$ cat src/rtl/alu_sched_pkg.sv
// rtl/alu_sched_pkg.sv - shared types and constants for the ALU round-robin scheduler
package alu_sched_pkg;

  typedef enum logic [1:0] {IDLE, ISSUE, WAIT, RESP} sched_state_t;

  localparam logic [3:0] CMD_MUL_INC = 4'd9;
  localparam logic [3:0] CMD_MUL_SHL = 4'd10;
  localparam logic [1:0] INP_BOTH    = 2'b11;
  localparam logic [1:0] INP_NONE    = 2'b00;
  localparam int         CNT_W       = 8;

  typedef struct packed {
    logic err;
    logic oflow;
    logic cout;
    logic g;
    logic l;
    logic e;
  } alu_flags_t;

  // Only the two arithmetic-mode multiplies take the long ALU path.
  function automatic logic is_mul(input logic mode, input logic [3:0] cmd);
    return mode && (cmd == CMD_MUL_INC || cmd == CMD_MUL_SHL);
  endfunction

endpackage

$ cat src/rtl/alu_rr_pick.sv
// rtl/alu_rr_pick.sv - combinational round-robin pick starting at ptr
module alu_rr_pick #(
  parameter int N    = 4,
  parameter int ID_W = 2
) (
  input  logic [N-1:0]    req,
  input  logic [ID_W-1:0] ptr,
  output logic [N-1:0]    grant,
  output logic [ID_W-1:0] idx,
  output logic            any
);

  logic [ID_W-1:0] j;

  // Scan from the farthest offset down so the nearest set bit after ptr is the last write.
  always_comb begin
    grant = '0;
    idx   = '0;
    any   = 1'b0;
    j     = '0;
    for (int off = N - 1; off >= 0; off--) begin
      j = ID_W'((int'(ptr) + off) % N);
      if (req[j]) begin
        any      = 1'b1;
        idx      = j;
        grant    = '0;
        grant[j] = 1'b1;
      end
    end
  end

endmodule

$ cat src/rtl/alu_rr_scheduler.sv
// rtl/alu_rr_scheduler.sv - shares one ALU among NUM_REQ requesters, one operation in flight
module alu_rr_scheduler
  import alu_sched_pkg::*;
#(
  parameter int NUM_REQ    = 4,
  parameter int DATA_WIDTH = 8,
  parameter int LAT        = 1,
  parameter int MUL_LAT    = 2,
  localparam int ID_W      = $clog2(NUM_REQ)
) (
  input  logic                         clk,
  input  logic                         rst,
  input  logic [NUM_REQ-1:0]           req_valid,
  output logic [NUM_REQ-1:0]           req_ready,
  input  logic [NUM_REQ-1:0]           req_mode,
  input  logic [NUM_REQ*4-1:0]         req_cmd,
  input  logic [NUM_REQ-1:0]           req_cin,
  input  logic [NUM_REQ*DATA_WIDTH-1:0] req_opa,
  input  logic [NUM_REQ*DATA_WIDTH-1:0] req_opb,
  output logic                         rsp_valid,
  input  logic                         rsp_ready,
  output logic [ID_W-1:0]              rsp_id,
  output logic [DATA_WIDTH+1:0]        rsp_res,
  output logic [5:0]                   rsp_flags,
  output logic                         alu_ce,
  output logic                         alu_mode,
  output logic                         alu_cin,
  output logic [3:0]                   alu_cmd,
  output logic [1:0]                   alu_inp_valid,
  output logic [DATA_WIDTH-1:0]        alu_opa,
  output logic [DATA_WIDTH-1:0]        alu_opb,
  input  logic [DATA_WIDTH+1:0]        alu_res,
  input  logic                         alu_err,
  input  logic                         alu_oflow,
  input  logic                         alu_cout,
  input  logic                         alu_g,
  input  logic                         alu_l,
  input  logic                         alu_e
);

  localparam logic [CNT_W-1:0] LAT_C     = CNT_W'(LAT);
  localparam logic [CNT_W-1:0] MUL_LAT_C = CNT_W'(MUL_LAT);

  sched_state_t          state;
  logic [ID_W-1:0]       rr_ptr;
  logic [ID_W-1:0]       cur_id;
  logic [ID_W-1:0]       next_ptr;
  logic [CNT_W-1:0]      lat_cnt;
  logic [NUM_REQ-1:0]    pick_grant;
  logic [ID_W-1:0]       pick_idx;
  logic                  pick_any;
  alu_flags_t            alu_flags;

  logic                  sel_mode;
  logic                  sel_cin;
  logic [3:0]            sel_cmd;
  logic [DATA_WIDTH-1:0] sel_opa;
  logic [DATA_WIDTH-1:0] sel_opb;

  alu_rr_pick #(
    .N    (NUM_REQ),
    .ID_W (ID_W)
  ) u_pick (
    .req   (req_valid),
    .ptr   (rr_ptr),
    .grant (pick_grant),
    .idx   (pick_idx),
    .any   (pick_any)
  );

  // Grant is visible only while idle and out of reset, so it never overlaps a response.
  assign req_ready = (state == IDLE && rst) ? pick_grant : '0;

  assign alu_flags = '{err: alu_err, oflow: alu_oflow, cout: alu_cout,
                       g: alu_g, l: alu_l, e: alu_e};

  assign next_ptr = (cur_id == ID_W'(NUM_REQ - 1)) ? '0 : cur_id + 1'b1;

  always_comb begin
    sel_mode = 1'b0;
    sel_cin  = 1'b0;
    sel_cmd  = '0;
    sel_opa  = '0;
    sel_opb  = '0;
    for (int i = 0; i < NUM_REQ; i++) begin
      if (pick_grant[i]) begin
        sel_mode = req_mode[i];
        sel_cin  = req_cin[i];
        sel_cmd  = req_cmd[i*4 +: 4];
        sel_opa  = req_opa[i*DATA_WIDTH +: DATA_WIDTH];
        sel_opb  = req_opb[i*DATA_WIDTH +: DATA_WIDTH];
      end
    end
  end

  always_ff @(posedge clk or negedge rst) begin
    if (!rst) begin
      state         <= IDLE;
      rr_ptr        <= '0;
      cur_id        <= '0;
      lat_cnt       <= '0;
      alu_ce        <= 1'b0;
      alu_mode      <= 1'b0;
      alu_cin       <= 1'b0;
      alu_cmd       <= '0;
      alu_inp_valid <= INP_NONE;
      alu_opa       <= '0;
      alu_opb       <= '0;
      rsp_valid     <= 1'b0;
      rsp_id        <= '0;
      rsp_res       <= '0;
      rsp_flags     <= '0;
    end else begin
      case (state)
        IDLE: begin
          if (pick_any) begin
            cur_id        <= pick_idx;
            alu_ce        <= 1'b1;
            alu_mode      <= sel_mode;
            alu_cin       <= sel_cin;
            alu_cmd       <= sel_cmd;
            alu_opa       <= sel_opa;
            alu_opb       <= sel_opb;
            alu_inp_valid <= INP_BOTH;
            state         <= ISSUE;
          end
        end
        ISSUE: begin
          lat_cnt <= is_mul(alu_mode, alu_cmd) ? MUL_LAT_C : LAT_C;
          state   <= WAIT;
        end
        WAIT: begin
          if (lat_cnt == CNT_W'(1)) begin
            rsp_valid     <= 1'b1;
            rsp_id        <= cur_id;
            rsp_res       <= alu_res;
            rsp_flags     <= alu_flags;
            alu_ce        <= 1'b0;
            alu_mode      <= 1'b0;
            alu_cin       <= 1'b0;
            alu_cmd       <= '0;
            alu_opa       <= '0;
            alu_opb       <= '0;
            alu_inp_valid <= INP_NONE;
            state         <= RESP;
          end else begin
            lat_cnt <= lat_cnt - 1'b1;
          end
        end
        RESP: begin
          // Fairness advances on completion, not on grant.
          if (rsp_ready) begin
            rsp_valid <= 1'b0;
            rr_ptr    <= next_ptr;
            state     <= IDLE;
          end
        end
        default: state <= IDLE;
      endcase
    end
  end

endmodule

$ cat config.mk
export PLATFORM = sky130hd
export DESIGN_NAME = alu_rr_scheduler
export DESIGN_NICKNAME = d
export VERILOG_FILES = /design/src/rtl/alu_sched_pkg.sv /design/src/rtl/alu_rr_pick.sv /design/src/rtl/alu_rr_scheduler.sv
export SDC_FILE = /design/constraint.sdc
export NUM_CORES = 1
export LEC_CHECK = 0
export BUFFER_PORTS_ARGS = -buffer_cell sky130_fd_sc_hd__buf_2
export CORE_MARGIN = 3
export CORE_UTILIZATION = 48
export DETAILED_ROUTE_END_ITERATION = 16
export PLACE_DENSITY = 0.82
export SETUP_SLACK_MARGIN = 0.2
export SLEW_MARGIN = 10
export SYNTH_ARGS = -nofsm -noshare
export SYNTH_HDL_FRONTEND = slang
export SYNTH_HIERARCHICAL = 1
export SYNTH_SLANG_ARGS = --single-unit
export TNS_END_PERCENT = 30
$ cat constraint.sdc
create_clock -name clk -period 4.2 [get_ports clk]
set_input_delay 0.21 -clock clk [delete_from_list [all_inputs] [get_ports clk]]
set_output_delay 0.21 -clock clk [all_outputs]
set_load 0.01 [all_outputs]
==> Implementation_results.wiki <==
{| class="wikitable"
! Metric !! Value
|-
| Number of diodes added for antenna fixing || 0
|-
| Post-synth EDFFs || 0
|-
| Final count of pins violating max slew || 0
|-
| Headroom to the max-slew limit || 25.9%
|-
| Count of port buffers added during placement || 158
|-
| Cts-stage hold buffer count || 0
|-
| GRT overflow || 0
|-
| Switching part of the total || 44.8%
|-
| Number of distinct library cells after synthesis || 55
|-
| Yosys top cell area share || 40.3%
|-
| Transition time at the pin with the least slew margin || 1.11 ns
|-
| Quantity of gates resized following cts || 0
|-
| Remaining design rule violation count || 0
|-
| Post-synthesis cell area || 0.00347 mm2
|-
| IR drop worst, VDD || 343 uV
|-
| Number of rows created at floorplan || 30
|-
| Most instantiated library cell after synthesis || sky130_fd_sc_hd__dfrtp_1
|-
| Clock-pin slew of the registers on the worst-case setup and hold paths || 0.10 ns
|-
| Routed WL per cell || 17.5 um
|-
| Initial antenna violation count || 0
|-
| Number of nets in the finished design || 600
|-
| Register area || 0.00140 mm2
|-
| Number of global-route vias before repair || 3228
|-
| Final standard cell utilization of the core || 64.1%
|-
| Cell-internal power || 1.93 mW
|-
| Static leakage || 2.16 nW
|-
| CTS Buffer Depth || 2
|-
| Most common flop cell mapped by yosys || sky130_fd_sc_hd__dfrtp_1
|-
| Total power per unit cell area || 788 mW/mm2
|-
| Final RePlAce weighted congestion || 0.828
|-
| Total number of clock tree sinks || 56
|-
| Post-Syn Area per Cell || 10.7 um2
|-
| Setup repair after global routing missed its margin || false
|-
| Core Footprint || 0.00691 mm2
|-
| Final setup violation count || 0
|-
| Routed via count || 3307
|-
| Master cell of the clock root buffer || sky130_fd_sc_hd__clkbuf_8
|-
| Total area of multi-input combinational cells || 0.00192 mm2
|-
| Synth cell count leaders || 56 x sky130_fd_sc_hd__dfrtp_1, 26 x sky130_fd_sc_hd__nor2b_1, 24 x sky130_fd_sc_hd__mux2_2, 24 x sky130_fd_sc_hd__nor3_1, 23 x sky130_fd_sc_hd__a221o_1
|-
| Sequence of cells on the critical path || inv_1 > ha_1 > or3b_2 > nand3_1 > nand4_1 > a31oi_1 > nor2b_1 > buf_4 > a221oi_1 > nor3_1 > a221o_1
|-
| Post-synthesis sequential area ratio || 40.3%
|-
| Kind of path behind the tightest hold check || input port to async pin
|-
| Routed Antenna Nets || 0
|-
| # Post-CTS Setup Buffers || 0
|-
| Area contributors post-synth || sky130_fd_sc_hd__dfrtp_1 40%, sky130_fd_sc_hd__mux2_2 7.8%, sky130_fd_sc_hd__a221o_1 6.6%, sky130_fd_sc_hd__ha_1 5.8%, sky130_fd_sc_hd__a221oi_1 5.5%
|-
| Detailed Route WL || 9960 um
|-
| Synth Warn # || 6
|-
| Max-cap viol count || 0
|-
| Starting Density || 50.3%
|-
| Portion of total power attributed to the clock network || 9.0%
|-
| Number of standard cells after synthesis || 324
|-
| Ys async rst share || 100%
|-
| HPWL after DPL || 7460 um
|-
| Width of the chip || 91.1 um
|-
| First-pass detailed-route iteration total || 4
|-
| Final critical-path share of the clock period || 86.6%
|-
| Critical Path Sink Type || flip-flop
|-
| Worst hold slack after final layout || 0.0288 ns
|-
| CTS tree || built
|-
| First-pass GRT wire length || 15900 um
|-
| Worst path arrival time || 3.90 ns
|-
| Kind of start point of the critical path || flip-flop
|-
| Fmax achieved || 275 MHz
|-
| Ratio of routed vias to standard cells || 5.80
|-
| Critical Path RT || 4.46 ns
|-
| Insertion delay to the later sink of the worst-skew pair || 0.32 ns
|-
| Final Skew || 0.00795 ns
|-
| Fin Setup TNS || 0 ns
|-
| Count of boundary I/O pins || 159
|-
| Count of endpoints failing hold in the final timing report || 0
|-
| H-tree lvl count || 2
|-
| Cell type contributing the most total cell area after synthesis || sky130_fd_sc_hd__dfrtp_1
|-
| Slowest cell on the critical path || sky130_fd_sc_hd__nor2b_1
|-
| Switching pwr || 1.56 mW
|-
| Fraction of layout instances using a drive strength above 1 || 45.6%
|-
| Start-to-end type of the worst setup path || flip-flop to flip-flop
|-
| Time the final worst path needs with I/O delays and setup || 3.64 ns
|-
| Combinational share of power || 64.2%
|-
| Area enclosed by the die boundary || 0.00829 mm2
|-
| Total power consumption of the routed design || 3.49 mW
|-
| Status || finished, final reports clean
|-
| Gr usage total || 23.7%
|-
| Reg power frac || 26.8%
|-
| Number of CTS-inserted buffers || 5
|-
| Total of fill cells in the finished design || 613
|-
| Die Y || 91.1 um
|-
| Layout area overhead || 27.5%
|-
| Crit-path max FO || 14
|-
| DRC violation total after the first TritonRoute iteration || 236
|-
| Largest net degree at the start of global routing || 61
|-
| Largest stage delay on the critical path || 0.90 ns
|-
| Post-synthesis net count || 451
|-
| Number of register bits inferred by synthesis || 56
|}
-- flip-flops by register name, indices dropped and copies added (netlist names) --
register       flops
rsp_flags          6
rsp_res           10
alu_mode           1
rr_ptr             2
rsp_valid          1
cur_id             2
alu_opa            8
lat_cnt            8
alu_inp_valid      1
alu_cmd            4
alu_cin            1
rsp_id             2
state              2
alu_opb            8
-- routing by layer --
metal,routed length [um],global-route usage (%),up-vias,part of all wire (%)
li1,-,-,1545,-
met1,4080,30.2,1589,41
met2,4950,39.6,148,50
met3,613,4.81,25,6.2
met4,311,9.17,0,3.1
met5,0,0,-,0
-- per-stage QoR --
step           setup WS [ns]  cell area [um2]  instances
4_1_cts                0.634             4430        570
5_1_grt                0.375             4430        570
6_report               0.563             4430        570
3_5_place_dp           0.666             4330        562
3_3_place_gp           0.779             4330        562
2_1_floorplan          0.979             3470        324
-- power by group through the flow --
stage	combinational (mW)	sequential [mW]	clock [mW]
CTS	2.24	0.936	0.323
global placement	2.16	0.935	0
finish	2.24	0.937	0.315
detailed placement	2.24	0.944	0
global route	2.45	0.972	0.343
floorplan	1.54	1.02	0
-- cell usage in the layout (no fill, tap or decap), types with 2 or more instances in the layout --
master	instances
sky130_fd_sc_hd__nor2b_1	26
sky130_fd_sc_hd__a22oi_1	4
sky130_fd_sc_hd__ha_1	16
sky130_fd_sc_hd__mux2_2	24
sky130_fd_sc_hd__and3_1	4
sky130_fd_sc_hd__nand2_1	9
sky130_fd_sc_hd__o21ai_0	8
sky130_fd_sc_hd__dfrtp_1	56
sky130_fd_sc_hd__and2b_1	2
sky130_fd_sc_hd__inv_1	8
sky130_fd_sc_hd__nand4b_1	2
sky130_fd_sc_hd__nand3_1	5
sky130_fd_sc_hd__nand4_1	5
sky130_fd_sc_hd__a221o_1	23
sky130_fd_sc_hd__a21oi_1	8
sky130_fd_sc_hd__a221oi_1	22
sky130_fd_sc_hd__nor3_1	24
sky130_fd_sc_hd__nand3b_1	3
sky130_fd_sc_hd__clkbuf_8	5
sky130_fd_sc_hd__buf_2	158
sky130_fd_sc_hd__a31oi_2	2
sky130_fd_sc_hd__a211o_1	2
sky130_fd_sc_hd__buf_4	10
sky130_fd_sc_hd__mux4_2	2
sky130_fd_sc_hd__nor2_1	11
sky130_fd_sc_hd__a31oi_1	2
-- critical path, delay by kind of cell, from the launching register on --
family / cells / cell delay, ns
buffers and inverters: 2 / 0.48
AOI/OAI and AO/OA: 3 / 0.47
DFF: 1 / 0.39
adders and majority gates: 1 / 0.37
and+or+nand+nor: 5 / 1.87
-- final timing paths --
path                              start           end  slack [ns]  cells past startpoint
min in group clk            req_opa[26]    alu_opa[2]        0.11                      2
max reg2reg                   rr_ptr[1]    alu_opa[0]        0.56                     11
max in group asynchronous           rst    alu_opb[1]        3.69                      2
max                           rr_ptr[1]    alu_opa[0]        0.56                     11
min                                 rst     rsp_valid        0.03                      2
min reg2reg                rsp_flags[0]  rsp_flags[0]        0.51                      1
-- logic make-up after synthesis --
kind of cell,synth area share (%)
and+or+nand+nor,17.7
adders and majority gates,5.76
DFF,40.3
muxes,10.6
AOI/OAI and AO/OA,20.1
xor gates and xnor gates,0.504
buffers and inverters,5.01
-- layout make-up --
type	count	area share, %
Multi-Input combinational cell	234	43.2
Clock buffer	5	1.55
Sequential cell	56	31.6
Clock inverter	3	0.621
Inverter	8	0.678
Timing Repair Buffer	168	19.5
Tap cell	96	2.71
Note: power is estimated with default switching activity, not from simulation.
